[src/rtl/div_unit.sv]
// ---------------------------------------------------------------------------
// div_unit
//   Iterative RV32M divider (DIV / DIVU / REM / REMU), one restoring
//   quotient bit per clock. Stalls the core through busy while working and
//   presents result / rd_out / reg_write for exactly one cycle on done.
//
// Ports
//   clk        rising-edge clock
//   rst        synchronous reset, active-high
//   start      request, accepted only while idle
//   op         00 DIV, 01 DIVU, 10 REM, 11 REMU
//   rs1_data   dividend
//   rs2_data   divisor
//   rd_in      destination register index
//   busy       high while calculating and in the done cycle
//   done       one-cycle pulse, result and rd_out valid
//   result     quotient or remainder (held until the next completion/reset)
//   rd_out     destination index latched at accept
//   reg_write  done && (rd_out != 0)
// ---------------------------------------------------------------------------
module div_unit #(
    parameter int unsigned WIDTH      = 32,
    parameter int unsigned REG_ADDR_W = 5
) (
    input  logic                  clk,
    input  logic                  rst,
    input  logic                  start,
    input  logic [1:0]            op,
    input  logic [WIDTH-1:0]      rs1_data,
    input  logic [WIDTH-1:0]      rs2_data,
    input  logic [REG_ADDR_W-1:0] rd_in,
    output logic                  busy,
    output logic                  done,
    output logic [WIDTH-1:0]      result,
    output logic [REG_ADDR_W-1:0] rd_out,
    output logic                  reg_write
);

    localparam int unsigned CW = $clog2(WIDTH + 1);
    localparam logic [CW-1:0] LAST_CNT = CW'(WIDTH - 1);
    localparam logic [WIDTH-1:0] MIN_INT = {1'b1, {(WIDTH-1){1'b0}}};

    typedef enum logic [1:0] {
        S_IDLE,
        S_CALC,
        S_DONE
    } state_t;

    state_t                r_state;
    logic                  r_is_rem;
    logic                  r_neg_q;
    logic                  r_neg_r;
    logic [WIDTH-1:0]      r_dvd;      // dividend magnitude, becomes quotient
    logic [WIDTH-1:0]      r_dvs;      // divisor magnitude
    logic [WIDTH-1:0]      r_rem;      // partial remainder
    logic [CW-1:0]         r_cnt;
    logic                  r_busy;
    logic                  r_done;
    logic                  r_reg_write;
    logic [WIDTH-1:0]      r_result;
    logic [REG_ADDR_W-1:0] r_rd;

    // Operand decode at accept
    logic             w_signed;
    logic             w_rs1_neg;
    logic             w_rs2_neg;
    logic [WIDTH-1:0] w_abs1;
    logic [WIDTH-1:0] w_abs2;
    logic             w_div0;
    logic             w_ovf;
    logic             w_special;
    logic [WIDTH-1:0] w_special_res;

    // Restoring step
    logic [WIDTH:0]   w_rem_sh;
    logic [WIDTH:0]   w_diff;
    logic             w_ge;
    logic [WIDTH-1:0] w_rem_nx;
    logic [WIDTH-1:0] w_dvd_nx;
    logic [WIDTH-1:0] w_quo_fix;
    logic [WIDTH-1:0] w_rem_fix;

    always_comb begin
        w_signed  = ~op[0];
        w_rs1_neg = w_signed & rs1_data[WIDTH-1];
        w_rs2_neg = w_signed & rs2_data[WIDTH-1];
        w_abs1    = w_rs1_neg ? -rs1_data : rs1_data;
        w_abs2    = w_rs2_neg ? -rs2_data : rs2_data;
        w_div0    = (rs2_data == '0);
        w_ovf     = w_signed && (rs1_data == MIN_INT) && (rs2_data == '1);
        w_special = w_div0 | w_ovf;
        if (w_div0) begin
            w_special_res = op[1] ? rs1_data : '1;
        end else begin
            w_special_res = op[1] ? '0 : rs1_data;
        end
    end

    // The shifted remainder is below 2*divisor, so after a conditional
    // subtract it always fits back into WIDTH bits.
    always_comb begin
        w_rem_sh  = {r_rem, r_dvd[WIDTH-1]};
        w_diff    = w_rem_sh - {1'b0, r_dvs};
        w_ge      = ~w_diff[WIDTH];
        w_rem_nx  = w_ge ? w_diff[WIDTH-1:0] : w_rem_sh[WIDTH-1:0];
        w_dvd_nx  = {r_dvd[WIDTH-2:0], w_ge};
        w_quo_fix = r_neg_q ? -w_dvd_nx : w_dvd_nx;
        w_rem_fix = r_neg_r ? -w_rem_nx : w_rem_nx;
    end

    always_ff @(posedge clk) begin
        if (rst) begin
            r_state     <= S_IDLE;
            r_is_rem    <= 1'b0;
            r_neg_q     <= 1'b0;
            r_neg_r     <= 1'b0;
            r_dvd       <= '0;
            r_dvs       <= '0;
            r_rem       <= '0;
            r_cnt       <= '0;
            r_busy      <= 1'b0;
            r_done      <= 1'b0;
            r_reg_write <= 1'b0;
            r_result    <= '0;
            r_rd        <= '0;
        end else begin
            case (r_state)
                S_IDLE: begin
                    r_done      <= 1'b0;
                    r_reg_write <= 1'b0;
                    if (start) begin
                        r_is_rem <= op[1];
                        r_neg_q  <= w_rs1_neg ^ w_rs2_neg;
                        r_neg_r  <= w_rs1_neg;
                        r_dvd    <= w_abs1;
                        r_dvs    <= w_abs2;
                        r_rem    <= '0;
                        r_cnt    <= '0;
                        r_rd     <= rd_in;
                        r_busy   <= 1'b1;
                        if (w_special) begin
                            r_result    <= w_special_res;
                            r_done      <= 1'b1;
                            r_reg_write <= (rd_in != '0);
                            r_state     <= S_DONE;
                        end else begin
                            r_state <= S_CALC;
                        end
                    end
                end
                S_CALC: begin
                    r_rem <= w_rem_nx;
                    r_dvd <= w_dvd_nx;
                    r_cnt <= r_cnt + CW'(1);
                    // Final step result is sign-fixed on the same edge.
                    if (r_cnt == LAST_CNT) begin
                        r_result    <= r_is_rem ? w_rem_fix : w_quo_fix;
                        r_done      <= 1'b1;
                        r_reg_write <= (r_rd != '0);
                        r_state     <= S_DONE;
                    end
                end
                S_DONE: begin
                    r_done      <= 1'b0;
                    r_reg_write <= 1'b0;
                    r_busy      <= 1'b0;
                    r_state     <= S_IDLE;
                end
                default: begin
                    r_state <= S_IDLE;
                end
            endcase
        end
    end

    assign busy      = r_busy;
    assign done      = r_done;
    assign result    = r_result;
    assign rd_out    = r_rd;
    assign reg_write = r_reg_write;

endmodule

[config.mk]
export PLATFORM = sky130hd
export DESIGN_NAME = div_unit
export DESIGN_NICKNAME = d
export VERILOG_FILES = /design/src/rtl/div_unit.sv
export SDC_FILE = /design/constraint.sdc
export NUM_CORES = 1
export LEC_CHECK = 0
export ABC_AREA = 0
export BUFFER_PORTS_ARGS = -buffer_cell sky130_fd_sc_hd__buf_4
export CORE_ASPECT_RATIO = 1.5
export CORE_MARGIN = 1
export CORE_UTILIZATION = 35
export CTS_CLUSTER_SIZE = 12
export DETAILED_ROUTE_END_ITERATION = 6
export PLACE_DENSITY = 0.59
export SYNTH_ARGS = -nofsm -noshare
export SYNTH_HDL_FRONTEND = slang
export SYNTH_SLANG_ARGS = --single-unit
export TNS_END_PERCENT = 20
[constraint.sdc]
create_clock -name clk -period 6.1 [get_ports clk]
set_input_delay 0.915 -clock clk [delete_from_list [all_inputs] [get_ports clk]]
set_output_delay 0.915 -clock clk [all_outputs]
set_load 0.03 [all_outputs]
==> results of run 1 <==
## final cells by class
type / instances / area, um^2
Tap cell: 420 / 525.5
Inverter: 63 / 236.5
Fill cell: 3466 / 19840
Clock buffer: 19 / 432.9
Multi-Input combinational cell: 1307 / 8439
Timing Repair Buffer: 132 / 991.0
Sequential cell: 147 / 2943
Clock inverter: 13 / 146.4
## where the power goes
group	internal, mW	switching (mW)	leakage, nW
Clock	0.609	0.463	0.280
Sequential	1.04	0.0849	1.20
Combinational	0.409	0.742	3.84
Total	2.06	1.29	5.32
## registers in the layout (all words and copies together) (netlist names)
name,flops
result,32
r_neg_r,1
r_dvd,32
r_state,2
r_is_rem,1
r_rem,32
reg_write,1
rd_out,5
done,1
busy,1
r_neg_q,1
r_cnt,6
r_dvs,32
## cell families after synthesis
group           Yosys count
simple gates            597
compound gates          479
buf+inv                 167
flops                   147
xor+xnor                123
fa+ha+maj                68
mux                      40
## worst max path at each step
stage	start	end	slack [ps]
2_1_floorplan	r_dvs[5]	result[22]	1130
3_3_place_gp	rs1_data[17]	result[20]	1270
3_5_place_dp	rs1_data[17]	result[5]	1190
4_1_cts	r_rem[4]	result[25]	1320
5_1_grt	r_rem[4]	result[31]	970
6_report	r_rem[4]	result[22]	1310
## metal layers
| layer | track usage (%) | wire (um) |
|---|---|---|
| met1 | 27.86 | 17250 |
| met2 | 44.82 | 22150 |
| met3 | 2.199 | 1532 |
| met4 | 13.16 | 2026 |
| met5 | 0 | 0 |
## cell usage after synthesis, types with 7 or more instances
master and n:
mux2i_1 30, xnor2_1 65, nor4_1 25, o21ai_0 86
inv_1 60, a31oi_1 14, o221ai_1 7, o211ai_1 17
o31ai_1 24, nand4_1 20, mux2_2 10, nand2_1 144
maj3_1 25, ha_1 42, a221oi_1 9, or3_1 22
nor2b_1 11, a222oi_1 31, a311oi_1 10, dfxtp_1 147
nand3_1 16, nor2_1 222, nand2b_1 17, o21a_1 10
or4_1 18, or2_2 7, a211oi_1 47, a22oi_1 22
xor2_1 57, a21o_1 8, and2_1 10, a21boi_0 8
clkbuf_1 90, nor3_1 55, a21oi_1 122, o41ai_1 8
## metrics by stage
stage,cells,setup slack [ps]
after floorplan,1621,1135
after global placement,2069,1269
after detailed placement,2069,1189
after CTS,2101,1319
after global routing,2101,969.9
final,2101,1308
## worst register-to-register path: cells and delay by family (launching register included)
kind,cells,cell delay [ps]
compound gates,6,1550
simple gates,3,1090
buf+inv,1,500
mux,1,480
flops,1,470
fa+ha+maj,1,380
xor+xnor,1,240
==> summary.md, run 1 <==
| Metric | Value |
|---|---|
| Worst Tran Pin Value | `between 1000 and 1500 ps` |
| Total power draw | `3.350 mW` |
| Min-delay src | `r_dvs[31]` |
| Setup tns final | `0 ps` |
| Ys Warns | `0` |
| First-pass GRT wire length | `67.99 mm` |
| Number of global-route vias before repair | `12121` |
| Worst hold stages | `2` |
| Layout area overhead | `14.37%` |
| Headroom to the max-slew limit | `29.18%` |
| Worst path max stage delay | `about 500 ps` |
| Yosys top cell area share | `24.54%` |
| Final Setup Violations | `0` |
| I/O Buffers | `113` |
| Pleak | `5.320 nW` |
| R2r setup slk | `1310 ps` |
| Synth Cell Area | `between 0.01 and 0.015 mm^2` |
| Clock Root Buffer | `clkbuf_16` |
| Placer Congestion | `0.9217` |
| CP arrival | `5160 ps` |
| Min-delay worst type | `reg2reg` |
| Min Tclk post-route | `4792 ps` |
| Worst Hold End | `r_dvs[31]` |
| Final core occ | `between 40% and 50%` |
| Synth area leader | `dfxtp_1` |
| Final ANT Viol Nets | `0` |
| Peak VDD IR | `between 0.2 and 0.25 mV` |
| Final wirelength | `42.95 mm` |
| Startpoint types | `flip-flop` |
| Slew Limit Fails | `0` |
| Clock Path Buffers | `2` |
| Share of layout cells above drive strength 1 | `around an eighth` |
| Yosys reg bits | `about 150` |
| Placed wire-length estimate | `32.85 mm` |
| Hold WS | `458.3 ps` |
| DRC errors left | `0` |
| DR iter-0 viols | `853` |
| Vias per inst | `6.000` |
| Buf/Inv on CP | `1` |
| Initial antenna violation count | `0` |
| Final Hold Vio Count | `0` |
| Highest clock rate | `0.2087 GHz` |
| Total clock sinks | `147` |
| Cell Area, Placed | `roughly 0.013 mm^2` |
| Post-Synthesis Cells | `around 1600` |
| Total core area | `about 0.034 mm^2` |
| Reg-to-reg startpoint | `r_rem[4]` |
| Clk_lat worst skew | `450 ps` |
| GRT Total Usage | `24.51%` |
| Largest family of logic cells by synthesized area | `compound AO/OA/AOI/OAI gates` |
| R2r endpoint | `result[22]` |
| Via count | `12607` |
| Post-Syn Nets | `approximately 1700` |
| Clock skew | `10.46 ps` |
| Register area share after synthesis | `about 25%` |
| CTS tree | `done` |
| Mean post-synth cell area | `~7.4 um^2` |
| H-tree depth | `4` |
| Status | `complete, no violations` |
| Row count | `82` |
| Slowest cell on the critical path | `buf_4` |
| Initial core utilization | `35.74%` |
| CP Cell Sequence | `ha_1 -> a21o_1 -> or3_1 -> o21a_1 -> a21bo_4 -> a211oi_4 -> xnor2_4 -> buf_4 -> mux2_2 -> or3_1 -> or4_1 -> a211o_1 -> a311oi_2` |
| Die Y | `228.7 um` |
| Tcrit/Tclk final | `78.55%` |
| Top cell by count, worst path | `or3_1` |
| Die ar. | `0.03502 mm^2` |
| Iteration count of the initial detailed-routing pass | `7` |
| Critical path fanouts, max | `35` |
| Maximum capacitance violations | `0` |
| Post-CTS Repair Setup Buffers | `0` |
| CP Depth | `13` |
| Synth Area in Simple Gates | `23.60%` |
| R2r worst-path depth | `13` |
| Post-Synth XOR/XNOR Area | `under 10%` |
| Yosys cell types | `87` |
| CTS Buf Count | `17` |
| Post-Synth Adder-Cell Area | `about 6.6%` |
| Async S/R FF share, synth | `0%` |
| WL per Instance | `just over 20 um` |
| CTS resizes | `0` |
| Fin nets | `1785` |
| Die Wd | `153.1 um` |
| Mux contribution to synthesized area | `3.443%` |
| Top cells by area, synth | `dfxtp_1, nor2_1, a21oi_1, xnor2_1, nand2_1` |
| WP data required | `6470 ps` |
| Most frequent cells in the layout | `nor2_1, dfxtp_1, nand2_1, buf_4, a21oi_1` |
| Clock Pin Slew Worst Setup and Hold Paths | `70 ps` |
| Post-synthesis compound-gate area fraction | `27.35%` |
| RSZ-0062 raised after global routing | `no` |
| I/O pins | `~110` |
| Post-synth EDFFs | `0` |
| Dominant synthesized flop cell | `dfxtp_1` |
| Commonest non-fill, non-tap cell in the layout | `nor2_1` |
| Critical path endpoint category | `flip-flop` |
| Critical path type | `reg2reg` |
| Hold buffer count at CTS | `0` |
| Antenna cells | `0` |
| Finished Cell Area | `0.01371 mm^2` |
| Power Dens Cells | `244.3 mW/mm^2` |
| Final global-route overflow total | `0` |
| CP delay by family, top | `compound AO/OA/AOI/OAI gates` |
| Largest net degree at the start of global routing | `76` |
(Power assumes the default switching activity.)
==> run 2: changes to the inputs <==
==> constraint.sdc (replaced) <==
create_clock -name clk -period 4.8 [get_ports clk]
set_input_delay 0.72 -clock clk [delete_from_list [all_inputs] [get_ports clk]]
set_output_delay 0.72 -clock clk [all_outputs]
set_load 0.03 [all_outputs]
==> summary.md, run 2 (same netlist as run 1, synthesis figures left out) <==
| Metric | Value |
|---|---|
| Status | `complete, no violations (unchanged)` |
| Min Tclk post-route | `4511 ps (was 4792 ps)` |
| Tcrit/Tclk final | `93.98% (was 78.55%)` |
| Headroom to the max-slew limit | `30.71% (was 29.18%)` |
| Total clock sinks | `147 (unchanged)` |
| Fin nets | `1810 (was 1785)` |
| Net Switching | `1.651 mW (was 1.289 mW)` |
| H-tree depth | `4 (unchanged)` |
| Total power draw | `4.403 mW (was 3.350 mW)` |
| Power Dens Cells | `314.5 mW/mm^2 (was 244.3 mW/mm^2)` |
| Final Setup Violations | `0 (unchanged)` |
| Antenna cells | `0 (unchanged)` |
| Placer Congestion | `0.9139 (was 0.9217)` |
| Worst slack, placed | `267.8 ps (was 1189 ps)` |
| Combinational share of power | `34.4% (was 34.3%)` |
| Clock Path Buffers | `2 (unchanged)` |
| Hold buffer count at CTS | `0 (unchanged)` |
| First-pass GRT wire length | `68.43 mm (was 67.99 mm)` |
| Final core occ | `41.72% (was 40.88%)` |
| Die Y | `228.7 um (unchanged)` |
| WL per Instance | `20.50 um (was 20.44 um)` |
| Cell Area, Placed | `0.01336 mm^2 (was 0.01314 mm^2)` |
| CTS Buf Count | `17 (unchanged)` |
| Commonest non-fill, non-tap cell in the layout | `nor2_1 (unchanged)` |
| Most frequent cells in the layout | `nor2_1, buf_4, dfxtp_1, nand2_1, a21oi_1 (was nor2_1, dfxtp_1, nand2_1, buf_4, a21oi_1)` |
| DR iter-0 viols | `841 (was 853)` |
| Critical path fanouts, max | `17 (was 35)` |
| Clock skew | `11.06 ps (was 10.46 ps)` |
| Final global-route overflow total | `0 (unchanged)` |
| Post-CTS Repair Setup Buffers | `0 (unchanged)` |
| Die Wd | `153.1 um (unchanged)` |
| Placed cell count | `2094 (was 2069)` |
| Peak VDD IR | `0.2605 mV (was 0.2087 mV)` |
| Post-Layout Cell Count | `2126 (was 2101)` |
| GRT Total Usage | `24.92% (was 24.51%)` |
| Hold WS | `467.8 ps (was 458.3 ps)` |
| Initial core utilization | `35.74% (unchanged)` |
| Slew Limit Fails | `0 (unchanged)` |
| I/O pins | `114 (unchanged)` |
| Critical path type | `reg2reg (unchanged)` |
| Setup WS post-layout | `288.9 ps (was 1308 ps)` |
| Vias per inst | `5.921 (was 6.000)` |
| Sw Share | `37.49% (was 38.49%)` |
| Row count | `82 (unchanged)` |
| Internal | `2.752 mW (was 2.061 mW)` |
| Worst Tran Pin Value | `1039 ps (was 1058 ps)` |
| Setup tns final | `0 ps (unchanged)` |
| Layout area overhead | `16.74% (was 14.37%)` |
| Maximum capacitance violations | `0 (unchanged)` |
| Final ANT Viol Nets | `0 (unchanged)` |
| Pleak | `5.473 nW (was 5.320 nW)` |
| Highest clock rate | `0.2217 GHz (was 0.2087 GHz)` |
| Finished Cell Area | `0.01400 mm^2 (was 0.01371 mm^2)` |
| DRC errors left | `0 (unchanged)` |
| Share of layout cells above drive strength 1 | `13.31% (was 11.84%)` |
| RSZ-0062 raised after global routing | `yes (was no)` |
| Placed wire-length estimate | `33.85 mm (was 32.85 mm)` |
| Critical path endpoint category | `flip-flop (unchanged)` |
| Clock Power Share | `33.2% (was 32.0%)` |
| Final Hold Vio Count | `0 (unchanged)` |
| CTS tree | `done (unchanged)` |
| Number of global-route vias before repair | `12315 (was 12121)` |
| Share of power burned in registers | `32.4% (was 33.7%)` |
| Clk_lat worst skew | `460 ps (was 450 ps)` |
| Clock Root Buffer | `clkbuf_16 (unchanged)` |
| Min-delay worst type | `reg2reg (unchanged)` |
| Startpoint types | `flip-flop (unchanged)` |
| Die ar. | `0.03502 mm^2 (unchanged)` |
| Initial antenna violation count | `0 (unchanged)` |
| Iteration count of the initial detailed-routing pass | `6 (was 7)` |
| Largest net degree at the start of global routing | `88 (was 76)` |
| I/O Buffers | `113 (unchanged)` |
| Clock Pin Slew Worst Setup and Hold Paths | `60 ps (was 70 ps)` |
| CP arrival | `4880 ps (was 5160 ps)` |
| Via count | `12588 (was 12607)` |
| Total core area | `0.03355 mm^2 (unchanged)` |
| WP data required | `5160 ps (was 6470 ps)` |
| Final wirelength | `43.59 mm (was 42.95 mm)` |
-- run 2: final cells by class --
type / instances / area (um^2)
fillers: 3459 / 19550
multi-input cells: 1307 / 8451
flip-flops and latches: 147 / 2943
repair buffers: 157 / 1216
well taps: 420 / 525.5
clock buffers: 20 / 446.7
inverters: 63 / 236.5
clock inverters: 12 / 180.2
-- run 2: worst max-delay path: stages (launching register included) --
cell	delay (ps)
dfxtp_1	350
inv_1	80
ha_1	230
fa_1	420
nor2b_1	210
o31a_1	240
o21a_1	240
a21bo_4	210
a211oi_4	90
xnor2_4	290
buf_4	350
mux2_2	430
or3_1	300
or4_1	450
a211o_1	330
a311oi_2	180
-- run 2: final timing paths --
path                            depth (start not counted)  slack, ps    endpoint  startpoint
worst max register to register                         15        290  result[22]   r_dvd[31]
worst min-delay path                                    2        470   r_dvs[31]   r_dvs[31]
worst max-delay path                                   15        290  result[22]   r_dvd[31]
worst min register to register                          2        470   r_dvs[31]   r_dvs[31]
-- run 2: per-layer routing --
layer  wire [um]  part of all wire, %  vias to the layer above  global-route usage [%]
li1            -                    -                     6127                       -
met1       17370                   40                     5992                   27.37
met2       21810                   50                      360                   44.26
met3        1507                  3.5                      109                   2.503
met4        2896                  6.6                        0                   18.40
met5           0                    0                        -                       0
-- run 2: what timing repair did --
item                                    in CTS  in global routing
endpoints found under the hold margin        0                  0
gates resized for setup                      0                  3
endpoints found under the setup margin       0                  6
-- run 2: power by group through the flow --
stage	Clock, mW	Combinational [mW]	Sequential [mW]
after floorplan	0	0.945	1.48
after global placement	0	1.48	1.45
after detailed placement	0	1.49	1.45
after CTS	1.49	1.50	1.43
after global routing	1.53	1.65	1.44
final	1.46	1.51	1.43
